### src/rtl/dffq_ctrl_pkg.sv
// Shared types and helpers for the dffq scan-chain shift controller.
package dffq_ctrl_pkg;

    // Controller phases: idle, one-cycle functional capture, serial shift, completion pulse
    typedef enum logic [1:0] {
        IDLE    = 2'd0,
        CAPTURE = 2'd1,
        SHIFT   = 2'd2,
        DONE    = 2'd3
    } state_t;

    // Smallest legal chain length
    localparam int MIN_CHAIN_LEN = 2;

    // Width of the shift down-counter: it must hold CHAIN_LEN-1, never narrower than one bit
    function automatic int cnt_width(input int chain_len);
        if (chain_len <= MIN_CHAIN_LEN) begin
            return 1;
        end
        return $clog2(chain_len);
    endfunction

endpackage

### src/rtl/dffq_chain_bit_counter.sv
// Loadable down-counter tracking the remaining shift cycles of the chain.
// The terminal-count flag is a pure decode of the registered count.
module dffq_chain_bit_counter
    import dffq_ctrl_pkg::*;
#(
    parameter int CNT_W = 5
) (
    input  logic             CLK,
    input  logic             RN,
    input  logic             load,
    input  logic [CNT_W-1:0] load_val,
    input  logic             en,
    output logic             tc
);

    logic [CNT_W-1:0] cnt_q;
    logic [CNT_W-1:0] cnt_d;

    // Load has priority over decrement; the count saturates at zero
    always_comb begin
        cnt_d = cnt_q;
        if (load) begin
            cnt_d = load_val;
        end else if (en && (cnt_q != '0)) begin
            cnt_d = cnt_q - 1'b1;
        end
    end

    // Count register, cleared asynchronously
    always_ff @(posedge CLK or negedge RN) begin
        if (!RN) begin
            cnt_q <= '0;
        end else begin
            cnt_q <= cnt_d;
        end
    end

    // Terminal count: the current shift cycle is the last one
    always_comb begin
        tc = (cnt_q == '0);
    end

endmodule

### src/rtl/dffq_chain_shift_ctrl.sv
// Sequencer for a serial dffq scan chain: optional functional capture, then
// CHAIN_LEN shift cycles streaming scan_in into the chain and so_chain out.
// Owns the chain's scan-enable and clock-enable; start/done toward the port.
module dffq_chain_shift_ctrl
    import dffq_ctrl_pkg::*;
#(
    parameter int CHAIN_LEN = 32,
    parameter int CNT_W     = cnt_width(CHAIN_LEN)
) (
    input  logic CLK,
    input  logic RN,
    input  logic start,
    input  logic capture_en,
    input  logic pause,
    input  logic abort,
    input  logic scan_in,
    input  logic so_chain,
    output logic se,
    output logic ce,
    output logic si_chain,
    output logic scan_out,
    output logic scan_out_vld,
    output logic busy,
    output logic done,
    output logic aborted
);

    localparam logic [CNT_W-1:0] LOAD_VAL = CNT_W'(CHAIN_LEN - 1);

    state_t state_q;
    state_t state_d;
    logic   scan_out_q;
    logic   scan_out_d;
    logic   scan_out_vld_q;
    logic   scan_out_vld_d;
    logic   aborted_q;
    logic   aborted_d;
    logic   cnt_load;
    logic   cnt_en;
    logic   cnt_tc;

    // Remaining-shift counter, loaded with CHAIN_LEN-1 when a start is accepted
    dffq_chain_bit_counter #(
        .CNT_W (CNT_W)
    ) u_bit_counter (
        .CLK      (CLK),
        .RN       (RN),
        .load     (cnt_load),
        .load_val (LOAD_VAL),
        .en       (cnt_en),
        .tc       (cnt_tc)
    );

    // Next-state and datapath updates; abort outranks pause and the terminal count
    always_comb begin
        state_d        = state_q;
        scan_out_d     = scan_out_q;
        scan_out_vld_d = 1'b0;
        aborted_d      = aborted_q;
        cnt_load       = 1'b0;
        cnt_en         = 1'b0;
        unique case (state_q)
            IDLE: begin
                if (start) begin
                    cnt_load  = 1'b1;
                    aborted_d = 1'b0;
                    state_d   = capture_en ? CAPTURE : SHIFT;
                end
            end
            CAPTURE: begin
                if (abort) begin
                    aborted_d = 1'b1;
                    state_d   = IDLE;
                end else begin
                    state_d = SHIFT;
                end
            end
            SHIFT: begin
                if (abort) begin
                    aborted_d = 1'b1;
                    state_d   = IDLE;
                end else if (!pause) begin
                    cnt_en         = 1'b1;
                    scan_out_d     = so_chain;
                    scan_out_vld_d = 1'b1;
                    if (cnt_tc) begin
                        state_d = DONE;
                    end
                end
            end
            DONE: begin
                if (abort) begin
                    aborted_d = 1'b1;
                end
                state_d = IDLE;
            end
            default: begin
                state_d = IDLE;
            end
        endcase
    end

    // Controller registers, all cleared asynchronously
    always_ff @(posedge CLK or negedge RN) begin
        if (!RN) begin
            state_q        <= IDLE;
            scan_out_q     <= 1'b0;
            scan_out_vld_q <= 1'b0;
            aborted_q      <= 1'b0;
        end else begin
            state_q        <= state_d;
            scan_out_q     <= scan_out_d;
            scan_out_vld_q <= scan_out_vld_d;
            aborted_q      <= aborted_d;
        end
    end

    // Chain controls decoded from the registered state, plus pause for ce and scan_in for si
    always_comb begin
        se       = (state_q == SHIFT);
        ce       = (state_q == CAPTURE) || ((state_q == SHIFT) && !pause);
        si_chain = (state_q == SHIFT) ? scan_in : 1'b0;
        busy     = (state_q != IDLE);
        done     = (state_q == DONE);
    end

    // Registered status outputs
    always_comb begin
        scan_out     = scan_out_q;
        scan_out_vld = scan_out_vld_q;
        aborted      = aborted_q;
    end

endmodule

### config.mk
export PLATFORM = sky130hd
export DESIGN_NAME = dffq_chain_shift_ctrl
export DESIGN_NICKNAME = d
export VERILOG_FILES = /design/src/rtl/dffq_ctrl_pkg.sv /design/src/rtl/dffq_chain_bit_counter.sv /design/src/rtl/dffq_chain_shift_ctrl.sv
export SDC_FILE = /design/constraint.sdc
export NUM_CORES = 1
export LEC_CHECK = 0
export ABC_AREA = 1
export BUFFER_PORTS_ARGS = -buffer_cell sky130_fd_sc_hd__buf_2
export CAP_MARGIN = 20
export CORE_UTILIZATION = 45
export CTS_CLUSTER_DIAMETER = 60
export CTS_CLUSTER_SIZE = 14
export DETAILED_ROUTE_END_ITERATION = 10
export PLACE_DENSITY = 0.7
export SYNTH_ARGS = -nofsm -noshare
export SYNTH_HDL_FRONTEND = slang
export SYNTH_SLANG_ARGS = --single-unit
### constraint.sdc
create_clock -name CLK -period 1.6 [get_ports CLK]
set_input_delay 0 -clock CLK [delete_from_list [all_inputs] [get_ports CLK]]
set_output_delay 0 -clock CLK [all_outputs]
set_load 0.02 [all_outputs]
==> impl_metrics.yaml, run 1 <==
run_status:
  status: "complete, no violations"
power_and_ir_drop:
  peakVddDrop_mv: 1.27
  p_comb_share_pct: 52.3
  p_total_mw: 1.44
  internal-power_uw: 752
  p_clk_share_pct: 16.6
  power.leakage_nw: 0.463
  powerDensity_mw_per_mm2: 1910
  p_sw_uw: 688
  pwr-share-seq_pct: 31.0
  sw_frac_of_total_pct: 47.8
placement:
  routabilityCongestion: 0.810
  dp.final_hpwl_um: 936
  portBuffers: 15
run:
  maxCapViolations: 0
synthesis:
  synth_edf_count: 0
  synth_area_um2: 597
  yosys.area.top_type: "dfrtp_1"
  ys.flop_type: "dfrtp_1"
  syn_nets: 86
  netlist_instances: 77
  async_reset_ff_share_pct: 100
  synth_top_area_share_pct: 41.9
  synth_warnings: 0
  avgSynthCellArea_um2: 7.75
  ys_seq_elements: 10
  synth_common_cells: "22 x nand2_1, 13 x inv_1, 10 x dfrtp_1, 10 x nand3_1, 6 x nor2_1"
  yosysMostFrequentCell: "nand2_1"
  synth_area_leaders: "dfrtp_1 42%, nand2_1 14%, nand2_4 9.4%"
  synth.distinct_cells: 14
  ys_seq_area_share_pct: 41.9
grt:
  grt_pass1_vias: 554
  gr-total-overflow: 0
  grt_max_degree: 11
  grt.total_usage_pct: 23.3
  grt_pass1_wl_mm: 2.29
  grt_antenna_before_repair: 0
timing:
  timing.setup.tns_ns: 0
  rsz0062_at_grt: "no"
  slew_viol_final: 0
  relSlewSlack_pct: 83.3
  finalHoldViolCount: 0
  max_freq_mhz: 744
  skew_ns: 0.000297
  min_period_ns: 1.34
  worst_slew_pin_slew_ns: 0.248
  finalCritPeriodShare_pct: 84.0
  setup_violations: 0
detailed_routing:
  drt_pass1_iterations: 4
  vias: 553
  dr.first_iter.drc_count: 19
  antenna_left: 0
  vias_per_cell: 4.89
  drt-total-wl_mm: 1.31
  drc: 0
  drt-wirelength-per-cell_um: 11.6
floorplan:
  fp.dieH_um: 38.4
  die_x_um: 38.4
  io_pins: 16
  start_util_pct: 51.0
  die-area_mm2: 0.00148
  fp-row-count: 12
  core_mm2: 0.00117
worst_setup_path:
  arrival_ns: 1.34
  startpoint: "state_q[1]"
  required_ns: 1.60
  cpPeakStageDelay_ns: 0.44
  r2r_start: "u_bit_counter.cnt_q[0]"
  crit_family: "flip-flops"
  crit_buf_inv: 2
  cp-end-kind: "output port"
  crit_type: "flop to output port"
  worstPathMaxFanout: 3
  critPathLaunchType: "flop"
  path_cells: "nand2_1 > inv_1 > a211oi_1 > buf_2"
  slowest_stage: "dfrtp_1"
cells_and_area:
  drive_gt1_share_pct: 28.3
  syn_to_final_growth_pct: 26.6
  antenna_cells: 0
  nets: 109
  fillers: 114
worst_hold_path:
  worstHoldStart: "capture_en"
  hp-class: "input pin to flop"
clock_network:
  postCtsSetupBuffers: 0
  htreeDepth: 1
  cts_resized: 0
  clock_path_buffers: 2
  numCtsBuffers: 3
  clkLatencyLatePin_ns: 0.27
  clk_pin_slew_ns: 0.07
  cts.sinks: 10
  cts_root_buffer: "clkbuf_4"
  cts_tree: "yes"
  postCtsHoldBufs: 3
through the flow:
step	std cells	hold slack (ns)	instance area, um^2	utilization (%)	setup WS, ns
2_1_floorplan	77	-0.296	597	-	0.432
3_3_place_gp	106	-0.128	689	58.9	0.367
3_5_place_dp	106	-0.129	689	58.9	0.364
4_1_cts	113	0.0396	756	64.5	0.312
5_1_grt	113	0.0619	756	64.5	0.185
6_report	113	0.0368	756	64.5	0.257
cells in the final DEF, fill, tap and decap left out, types with 2 or more instances in the layout:
| master | netlist | layout |
|---|---|---|
| a21oi_1 | 2 | 2 |
| nor2_1 | 6 | 6 |
| nand2_4 | 5 | 5 |
| clkbuf_4 | 0 | 3 |
| nand2_1 | 22 | 22 |
| dfrtp_1 | 10 | 10 |
| o21ai_0 | 3 | 3 |
| dlygate4sd3_1 | 0 | 3 |
| buf_2 | 0 | 15 |
| nand3_1 | 10 | 10 |
| inv_1 | 13 | 13 |
power by group through the flow:
stage / Combinational, mW / Clock (mW) / Sequential [mW]
global route: 0.842 / 0.256 / 0.460
global placement: 0.717 / 0 / 0.450
detailed placement: 0.731 / 0 / 0.456
finish: 0.753 / 0.239 / 0.447
floorplan: 0.518 / 0 / 0.475
CTS: 0.754 / 0.238 / 0.449
final cells by class:
type | instances | area [um^2] | area share [%]
sequential | 10 | 250 | 33.1
timing repair buffer | 18 | 105 | 13.9
inverter | 14 | 52.6 | 6.95
tap | 14 | 17.5 | 2.32
clock buffer | 4 | 36.3 | 4.80
multi-input combinational | 53 | 294 | 38.9
metal layers:
metal	up-vias	share of wire, %	track usage [%]
met5	-	0	0
met4	0	1.5	11.2
met3	3	3.7	5.23
met2	12	48	39.8
met1	260	47	27.1
li1	278	-	-
registers in the layout, indices dropped and copies added (netlist names):
| register | cells |
|---|---|
| u_bit_counter.cnt_q | 5 |
| scan_out | 1 |
| state_q | 2 |
| scan_out_vld | 1 |
| aborted | 1 |
final timing paths:
check	end	cells past startpoint	slack, ns
max reg2reg	u_bit_counter.cnt_q[3]	7	0.35
min in group asynchronous	scan_out	2	0.11
min	state_q[1]	4	0.04
max in group asynchronous	state_q[1]	2	1.30
max	ce	4	0.26
min reg2reg	u_bit_counter.cnt_q[4]	2	0.49
worst min-delay path, cell delays in order:
cell	delay, ns
buf_2	0.08
nand2_1	0.06
o21ai_0	0.09
nor2_1	0.05
cells by family (layout without fill, tap and decap cells):
kind of cell,after synthesis,in the layout,share of synthesized area [%]
simple gates,46,46,41.7
buf+inv,14,36,8.80
compound gates,6,6,5.45
flops,10,10,41.9
fa+ha+maj,1,1,2.10
(Power assumes the default switching activity.)
==> inputs of run 2 (changes only) <==
- CORE_UTILIZATION: 45 -> 44
- PLACE_DENSITY: 0.7 -> 0.71
- clock period: 1.6 -> 1.2 ns (I/O delays scaled with it)
==> impl_metrics.yaml, run 2 (synthesized netlist as in run 1, its figures left out) <==
detailed_routing:
  drc: 0
  antenna_left: 0
  vias_per_cell: 4.72
  vias: 548
  drt-total-wl_mm: 1.34
  drt-wirelength-per-cell_um: 11.5
  drt_pass1_iterations: 4
  dr.first_iter.drc_count: 11
floorplan:
  die_x_um: 38.8
  die-area_mm2: 0.00151
  start_util_pct: 50.3
  io_pins: 16
  fp-row-count: 12
  core_mm2: 0.00119
  fp.dieH_um: 38.8
timing:
  max_freq_mhz: 854
  relSlewSlack_pct: 84.5
  slew_viol_final: 0
  worst_slew_pin_slew_ns: 0.232
  min_period_ns: 1.17
  skew_ns: 0.00710
  finalCritPeriodShare_pct: 97.6
  worst_slack_ns: 0.0291
  setup_violations: 0
  rsz0062_at_grt: "yes"
  finalHoldViolCount: 0
worst_setup_path:
  r2r_slack_ns: 0.03
  arrival_ns: 1.37
  cp-end-kind: "flop"
  critPathLaunchType: "flop"
  worstPathMaxFanout: 3
  crit_type: "flop to flop"
  required_ns: 1.40
clock_network:
  cts_root_buffer: "clkbuf_4"
  clk_pin_slew_ns: 0.06
  numCtsBuffers: 3
  clkLatencyLatePin_ns: 0.26
  htreeDepth: 1
  cts_tree: "yes"
  clock_path_buffers: 2
  cts.sinks: 10
placement:
  routabilityCongestion: 0.840
  portBuffers: 15
  place_ws_ns: -0.00912
  dp_cells: 108
  dp.final_hpwl_um: 913
grt:
  grt_pass1_vias: 480
  grt_antenna_before_repair: 0
  grt_pass1_wl_mm: 1.95
  grt_max_degree: 11
  gr-total-overflow: 0
  grt.total_usage_pct: 20.0
run_status:
  status: "complete, no violations"
power_and_ir_drop:
  pwr-share-seq_pct: 29.0
  sw_frac_of_total_pct: 47.8
  p_clk_share_pct: 10.6
  p_comb_share_pct: 60.4
  power.leakage_nw: 0.466
  powerDensity_mw_per_mm2: 2550
  p_sw_uw: 987
  peakVddDrop_mv: 1.60
  internal-power_mw: 1.08
cells_and_area:
  drive_gt1_share_pct: 40.2
  fillers: 108
  mostFrequentLayoutCells: "21 x nand2_1, 14 x buf_2, 9 x inv_1, 9 x nand3_1, 8 x dfrtp_1"
  final_common_cell: "nand2_1"
  nets: 113
  top_register: "u_bit_counter.cnt_q"
  largestRegisters: "u_bit_counter.cnt_q (5), state_q (2)"
  syn_to_final_growth_pct: 35.8
  antenna_cells: 0
  finalNonFillerCells: 116
  largest_reg_flops: 5
run:
  maxCapViolations: 0
worst_hold_path:
  hp-class: "input pin to flop"
==> run 2: what timing repair did <==
action                                 in CTS  in global routing
hold buffers                                3                  0
pin swaps                                   0                  1
gates resized for setup                     3                 10
setup buffers                               0                  2
endpoints found under the hold margin      12                  0
setup endpoints to repair                   4                  5
==> run 2: routing by layer <==
metal / vias up / GRT usage, % / part of all wire [%]
met5: - / 0 / 0
met4: 0 / 5.17 / 0
met3: 0 / 10.4 / 4.0
met2: 11 / 34.2 / 50
met1: 245 / 21.5 / 46
li1: 292 / - / -
==> run 2: per-stage QoR <==
step	TNS [ns]	area, um^2	hold slack [ns]	utilization, %	power (mW)
after floorplan	0	597	-0.296	-	1.33
after global placement	0	704	-0.129	59.4	1.60
after detailed placement	-0.0107	704	-0.132	59.4	1.64
after CTS	0	766	0.0197	64.6	1.88
after global routing	-0.0364	811	0.0289	68.4	2.21
final	0	811	0.0266	68.4	2.07
==> run 2: power groups by stage <==
stage,clock network [mW],logic (mW),registers [mW]
2_1_floorplan,0,0.691,0.634
3_3_place_gp,0,1.02,0.585
3_5_place_dp,0,1.05,0.592
4_1_cts,0.223,1.07,0.590
5_1_grt,0.244,1.35,0.619
6_report,0.218,1.25,0.600
==> run 2: worst max-delay path, cell delays in order (launching register included) <==
cell	delay, ns
dfrtp_1	0.40
inv_2	0.08
ha_4	0.14
inv_1	0.05
or2_2	0.27
nand3_1	0.07
nand2_1	0.05
nand2_1	0.05
==> run 2: cell type report <==
cell class | count | area, um^2 | area share [%]
Clock buffer | 3 | 22.5 | 2.78
Inverter | 14 | 52.6 | 6.48
Timing Repair Buffer | 22 | 138 | 17.0
Tap cell | 14 | 17.5 | 2.16
Sequential cell | 10 | 253 | 31.2
Multi-Input combinational cell | 53 | 328 | 40.4
==> run 2: final timing paths <==
path                                        startpoint                      to  cells past startpoint
min in group asynchronous                           RN  u_bit_counter.cnt_q[4]                      2
worst max-delay path            u_bit_counter.cnt_q[1]  u_bit_counter.cnt_q[2]                      7
max in group asynchronous                           RN              state_q[0]                      2
worst min register to register                scan_out                scan_out                      2
worst max register to register  u_bit_counter.cnt_q[1]  u_bit_counter.cnt_q[2]                      7
worst min-delay path                        capture_en              state_q[1]                      4
